--- config.mk ---
export PLATFORM = sky130hd
export DESIGN_NAME = data_cache
export DESIGN_NICKNAME = d
export VERILOG_FILES = /design/src/rtl/data_cache.sv
export SDC_FILE = /design/constraint.sdc
export NUM_CORES = 1
export LEC_CHECK = 0
export CAP_MARGIN = 20
export CELL_PAD_IN_SITES_DETAIL_PLACEMENT = 0
export CELL_PAD_IN_SITES_GLOBAL_PLACEMENT = 1
export CORE_ASPECT_RATIO = 0.9
export CORE_UTILIZATION = 40
export DETAILED_ROUTE_END_ITERATION = 8
export PLACE_DENSITY = 0.66
export SETUP_SLACK_MARGIN = 0.02
export SYNTH_ARGS = -nofsm -noshare
export SYNTH_HDL_FRONTEND = slang
export SYNTH_SLANG_ARGS = --single-unit
--- constraint.sdc ---
create_clock -name clk -period 12.96 [get_ports clk]
set_input_delay 3.888 -clock clk [delete_from_list [all_inputs] [get_ports clk]]
set_output_delay 3.888 -clock clk [all_outputs]
set_load 0.01 [all_outputs]
--- src/rtl/data_cache.sv ---
// data_cache: direct-mapped, write-through, no-write-allocate data cache with a handshaked word memory port.
module data_cache #(
    parameter int SETS       = 16,
    parameter int DATA_WIDTH = 32
) (
    input  logic                  clk,
    input  logic                  rst,
    input  logic [31:0]           A,
    input  logic [DATA_WIDTH-1:0] WD,
    input  logic                  WE,
    input  logic                  RE,
    input  logic [2:0]            AddressingControl,
    input  logic                  Flush,
    output logic [DATA_WIDTH-1:0] RD,
    output logic                  Stall,
    output logic                  mem_req,
    output logic                  mem_we,
    output logic [31:0]           mem_addr,
    output logic [DATA_WIDTH-1:0] mem_wdata,
    output logic [3:0]            mem_wstrb,
    input  logic                  mem_ack,
    input  logic [DATA_WIDTH-1:0] mem_rdata,
    output logic [31:0]           HitCount,
    output logic [31:0]           MissCount
);
    localparam int IDX = $clog2(SETS);
    localparam int TAG = 30 - IDX;
    localparam logic [1:0] IDLE = 2'd0, FILL = 2'd1, WRITE = 2'd2;

    logic [1:0]            state;
    logic [SETS-1:0]       valid;
    logic [TAG-1:0]        tags [SETS];
    logic [DATA_WIDTH-1:0] data [SETS];
    logic [IDX-1:0]        idx, midx;
    logic [TAG-1:0]        tag, mtag;
    logic                  hit, mhit, idle;
    logic [DATA_WIDTH-1:0] word, ext, st_wdata, merged;
    logic [7:0]            b;
    logic [15:0]           h;
    logic [3:0]            st_strb;

    assign idx  = A[IDX+1:2];
    assign tag  = A[31:IDX+2];
    // Fill and store-merge use the latched request address, not the live CPU address.
    assign midx = mem_addr[IDX+1:2];
    assign mtag = mem_addr[31:IDX+2];
    assign hit  = valid[idx] && tags[idx] == tag;
    assign mhit = valid[midx] && tags[midx] == mtag;
    assign idle = state == IDLE;
    assign word = data[idx];
    assign b    = word[{A[1:0], 3'b000} +: 8];
    assign h    = A[1] ? word[31:16] : word[15:0];

    always_comb begin
        ext = AddressingControl == 3'b000 ? {{24{b[7]}}, b} :
              AddressingControl == 3'b100 ? {24'b0, b} :
              AddressingControl == 3'b001 ? {{16{h[15]}}, h} :
              AddressingControl == 3'b101 ? {16'b0, h} : word;
        st_wdata = AddressingControl == 3'b000 ? {4{WD[7:0]}} :
                   AddressingControl == 3'b001 ? {2{WD[15:0]}} : WD;
        st_strb = AddressingControl == 3'b000 ? 4'b0001 << A[1:0] :
                  AddressingControl == 3'b001 ? (A[1] ? 4'b1100 : 4'b0011) : 4'b1111;
        merged = data[midx];
        for (int i = 0; i < 4; i++)
            if (mem_wstrb[i]) merged[8*i +: 8] = mem_wdata[8*i +: 8];
        RD    = (rst && idle && RE && !WE && hit) ? ext : '0;
        Stall = rst && (idle ? (WE || (RE && !hit)) : (state == FILL || !mem_ack));
    end

    always_ff @(posedge clk or negedge rst) begin
        if (!rst) begin
            state     <= IDLE;
            valid     <= '0;
            mem_req   <= 1'b0;
            mem_we    <= 1'b0;
            mem_addr  <= '0;
            mem_wdata <= '0;
            mem_wstrb <= '0;
            HitCount  <= '0;
            MissCount <= '0;
        end else begin
            case (state)
                IDLE: begin
                    if (Flush) valid <= '0;
                    if (WE) begin
                        state     <= WRITE;
                        mem_req   <= 1'b1;
                        mem_we    <= 1'b1;
                        mem_addr  <= {A[31:2], 2'b00};
                        mem_wdata <= st_wdata;
                        mem_wstrb <= st_strb;
                    end else if (RE && hit) begin
                        HitCount <= HitCount + 32'd1;
                    end else if (RE) begin
                        state     <= FILL;
                        mem_req   <= 1'b1;
                        mem_we    <= 1'b0;
                        mem_addr  <= {A[31:2], 2'b00};
                        mem_wdata <= '0;
                        mem_wstrb <= '0;
                        MissCount <= MissCount + 32'd1;
                    end
                end
                FILL: if (mem_ack) begin
                    state       <= IDLE;
                    mem_req     <= 1'b0;
                    valid[midx] <= 1'b1;
                end
                WRITE: if (mem_ack) begin
                    state   <= IDLE;
                    mem_req <= 1'b0;
                    mem_we  <= 1'b0;
                end
                default: state <= IDLE;
            endcase
        end
    end

    // Line storage needs no reset: valid bits alone gate every hit.
    always_ff @(posedge clk) begin
        if (state == FILL && mem_ack) begin
            data[midx] <= mem_rdata;
            tags[midx] <= mtag;
        end else if (state == WRITE && mem_ack && mhit) begin
            data[midx] <= merged;
        end
    end
endmodule

==> flow_summary.yaml <==
floorplanning:
  rows: 120
  start_util_pct: 40.3
  die_h_um: 330
  io_pins: 272
  core_area_mm2: 0.119
  chipWidth_um: 367
  die_area_mm2: 0.121
place:
  gp_congestion: 0.873
  dp_hpwl_um: 88000
  io_buffers: 269
  place_area_mm2: 0.0526
timing:
  post-route-period-util_pct: 97.4
  period_minus_slack_ns: 12.63
  slew_violations: 0
  setup_violations: 0
  whs_ns: 0.479
  fin_skew_ns: 0.0318
  tns_ns: 0
  rsz0062_at_grt: "no"
  hold_viol_final: 0
  slew_headroom_pct: 22.2
  fmax_mhz: 79.2
  tightest_slew_ns: 1.17
setup_path:
  critPathSlowestCell: "nand3_1"
  crit_type: "input pin to output pin"
  crit_required_ns: 9.07
  path_cells: "buf_6 -> mux4_2 -> a22o_1 -> a221oi_2 -> xor2_1 -> nand4_1 -> or3b_1 -> nor4_2 -> nand3_1 -> buf_4 -> a21oi_1 -> clkdlybuf4s50_1"
  cp-start-kind: "input pin"
  slowest_delay_ns: 0.59
  cp_max_fo: 52
  worst_setup_path_end_kind: "output pin"
  cpLargestDelayFamily: "simple AND/OR/NAND/NOR gates"
  path_buf_inv: 3
  cp.arrival_ns: 8.74
final_layout:
  area_growth_pct: 17.9
  nNetsFinal: 3022
  drive_gt1_share_pct: 24.6
  fin_util_pct: 47.5
  stdcell_area_mm2: 0.0565
routing:
  drt-total-wl_um: 137000
  drt_first_pass_iters: 5
  wire_per_inst_um: 29.8
  drt-vias-per-instance: 5.94
  drt_iter0_markers: 2780
  num_vias: 27295
  drc_errors: 0
  ant_nets: 0
grt:
  grt_max_degree: 122
  grt.overflow.total: 0
  grt_pass1_vias: 27504
  antenna_found_initial: 7
  grt_use_total_pct: 22.5
  grt_pass1_wl_um: 197000
synth:
  synth_area_per_cell_um2: 18.5
  synth.ff_latch_count: 1078
  synth-edff-count: 928
  synth_async_sr_flop_share_pct: 13.9
  synth-seq-area-share_pct: 66.0
  yosys_warnings: 0
  synthCells: 2594
  yosysUniqueCellTypes: 75
  ys.flop_type: "edfxtp_1"
  netlist_area_mm2: 0.0479
power_and_ir_drop:
  p_sw_uw: 2840
  p_int_uw: 7030
  max-vdd-ir-drop_mv: 0.139
  combPwrFrac_pct: 20.6
  clkPwrFrac_pct: 32.8
  p_leak_uw: 0.0190
  seqPwrFrac_pct: 46.6
  swShare_pct: 28.8
  powerDensity_mw_per_mm2: 175
clocking:
  clockBufferDepth: 3
  clockRootBuffer: "clkbuf_16"
  hold_buffers: 0
  h-tree-depth: 3
  clk_pin_slew_ns: 0.06
  cts_setup_buffers: 0
  cts_sinks: 1078
  clk_latency_ns: 0.74
  ctsResizeCount: 0
  cts_made_buffers: 113
  cts_tree: "built"
flow_run:
  cap_violations: 0
hold_path:
  hold_path.class: "flip-flop to flip-flop"
run_status:
  status: "finished clean"
-- cell usage after synthesis, types with 12 or more instances --
cell type,instances,share of area (%)
a21oi_1,117,1.2
inv_1,18,0.14
nor2_1,84,0.66
buf_1,27,0.21
o21ai_0,17,0.18
and3_1,23,0.30
mux2i_1,117,2.4
dfrtp_1,150,7.8
mux4_2,358,17
mux2_2,59,1.4
o2bb2ai_1,19,0.35
a22o_1,23,0.42
xnor2_1,51,0.93
a22oi_1,17,0.27
nand4_1,30,0.39
nor2b_1,15,0.20
xor2_1,57,1.0
a31oi_1,12,0.16
nand3_1,46,0.48
buf_4,16,0.25
buf_2,48,0.50
clkbuf_1,74,0.58
mux4_1,23,1.3
nor4_1,22,0.29
edfxtp_1,928,58
nor3_1,19,0.20
nand2_1,85,0.67
-- worst register-to-register path: cells and delay by family (launching register included) --
family                    cells  cell delay, ns
and+or+nand+nor               3            1.79
AOI/OAI and AO/OA             1            1.26
DFF                           1            0.97
buffers and inverters         1            0.96
muxes                         2            0.95
xor gates and xnor gates      1            0.35
-- cell families after synthesis --
| group | share of synthesized area (%) |
|---|---|
| fa+ha+maj | 0.131 |
| simple gates | 4.20 |
| mux | 22.1 |
| xor+xnor | 2.01 |
| other cells | 0.00783 |
| buf+inv | 2.00 |
| compound gates | 3.52 |
| flops | 66.0 |
-- area by class of cell --
type	instances	area, um2
Multi-Input combinational cell	1322	15400
Clock inverter	51	497
Fill cell	9876	62500
Tap cell	1586	1980
Timing Repair Buffer	378	3630
Sequential cell	1078	31600
Inverter	19	72.6
Clock buffer	161	3200
Antenna cell	1	2.50
-- worst paths after layout --
path                               from            end  slack [ns]  cells after the start
max in group asynchronous           rst   mem_addr[19]        8.57                      2
min reg2reg                HitCount[31]   HitCount[31]        0.48                      1
min in group asynchronous           rst  MissCount[22]        3.09                      1
max reg2reg                 mem_addr[3]    data[7][13]        6.30                      8
min                        HitCount[31]   HitCount[31]        0.48                      1
max                                A[4]         RD[13]        0.33                     12
-- layer usage --
layer  track usage [%]  vias to the layer above  wire length [um]
met2              36.1                     1132             65700
met1              31.6                    14589             58400
met5                 0                        -                19
li1                  -                    11377                 -
met3              4.03                      195              9370
met4              6.36                        2              3520
-- metrics by stage --
step           setup slack, ns  power, uW  instances
6_report                 0.334       9870       4596
5_1_grt                  0.142      10200       4595
4_1_cts                  0.346       9950       4575
3_5_place_dp             0.349       6720       4363
3_3_place_gp             0.419       6670       4350
2_1_floorplan             1.72       5760       2595
-- sequential cells by signal, summed over array words and instances, names as in the netlist --
name and flops:
valid 16, mem_we 1, state 2, MissCount 32, mem_wstrb 4, HitCount 32
mem_wdata 32, tags 416, mem_req 1, data 512, mem_addr 30
-- power groups by stage --
stage	Combinational (uW)	Sequential, uW	Clock [uW]
3_5_place_dp	2040	4670	0
4_1_cts	2050	4600	3290
6_report	2040	4600	3240
3_3_place_gp	2020	4640	0
5_1_grt	2140	4650	3410
2_1_floorplan	1280	4480	0
-- cells in the final DEF, fill, tap and decap left out, drive strengths merged, types with 6 or more instances in the layout --
cell type,netlist,layout
o22ai,7,7
nand2b,7,7
a221oi,6,6
inv,19,22
bufinv,0,8
clkinv,0,36
mux2i,117,117
xnor2,52,52
xor2,57,57
buf,100,110
a22oi,17,17
nand4,30,30
nor3,19,19
nand3b,6,6
nand2,85,85
and3,23,23
nor2b,15,15
mux2,66,66
edfxtp,928,928
nor4,28,28
o21ai,17,17
nand3,46,46
a31oi,12,12
clkdlybuf4s50,0,264
or2,6,6
nor2,84,84
a41oi,6,6
and2,7,7
dfrtp,150,150
o2bb2ai,19,19
mux4,381,381
a22o,23,23
clkbuf,76,165
nor4b,7,7
a21oi,118,118
(Power assumes the default switching activity.)
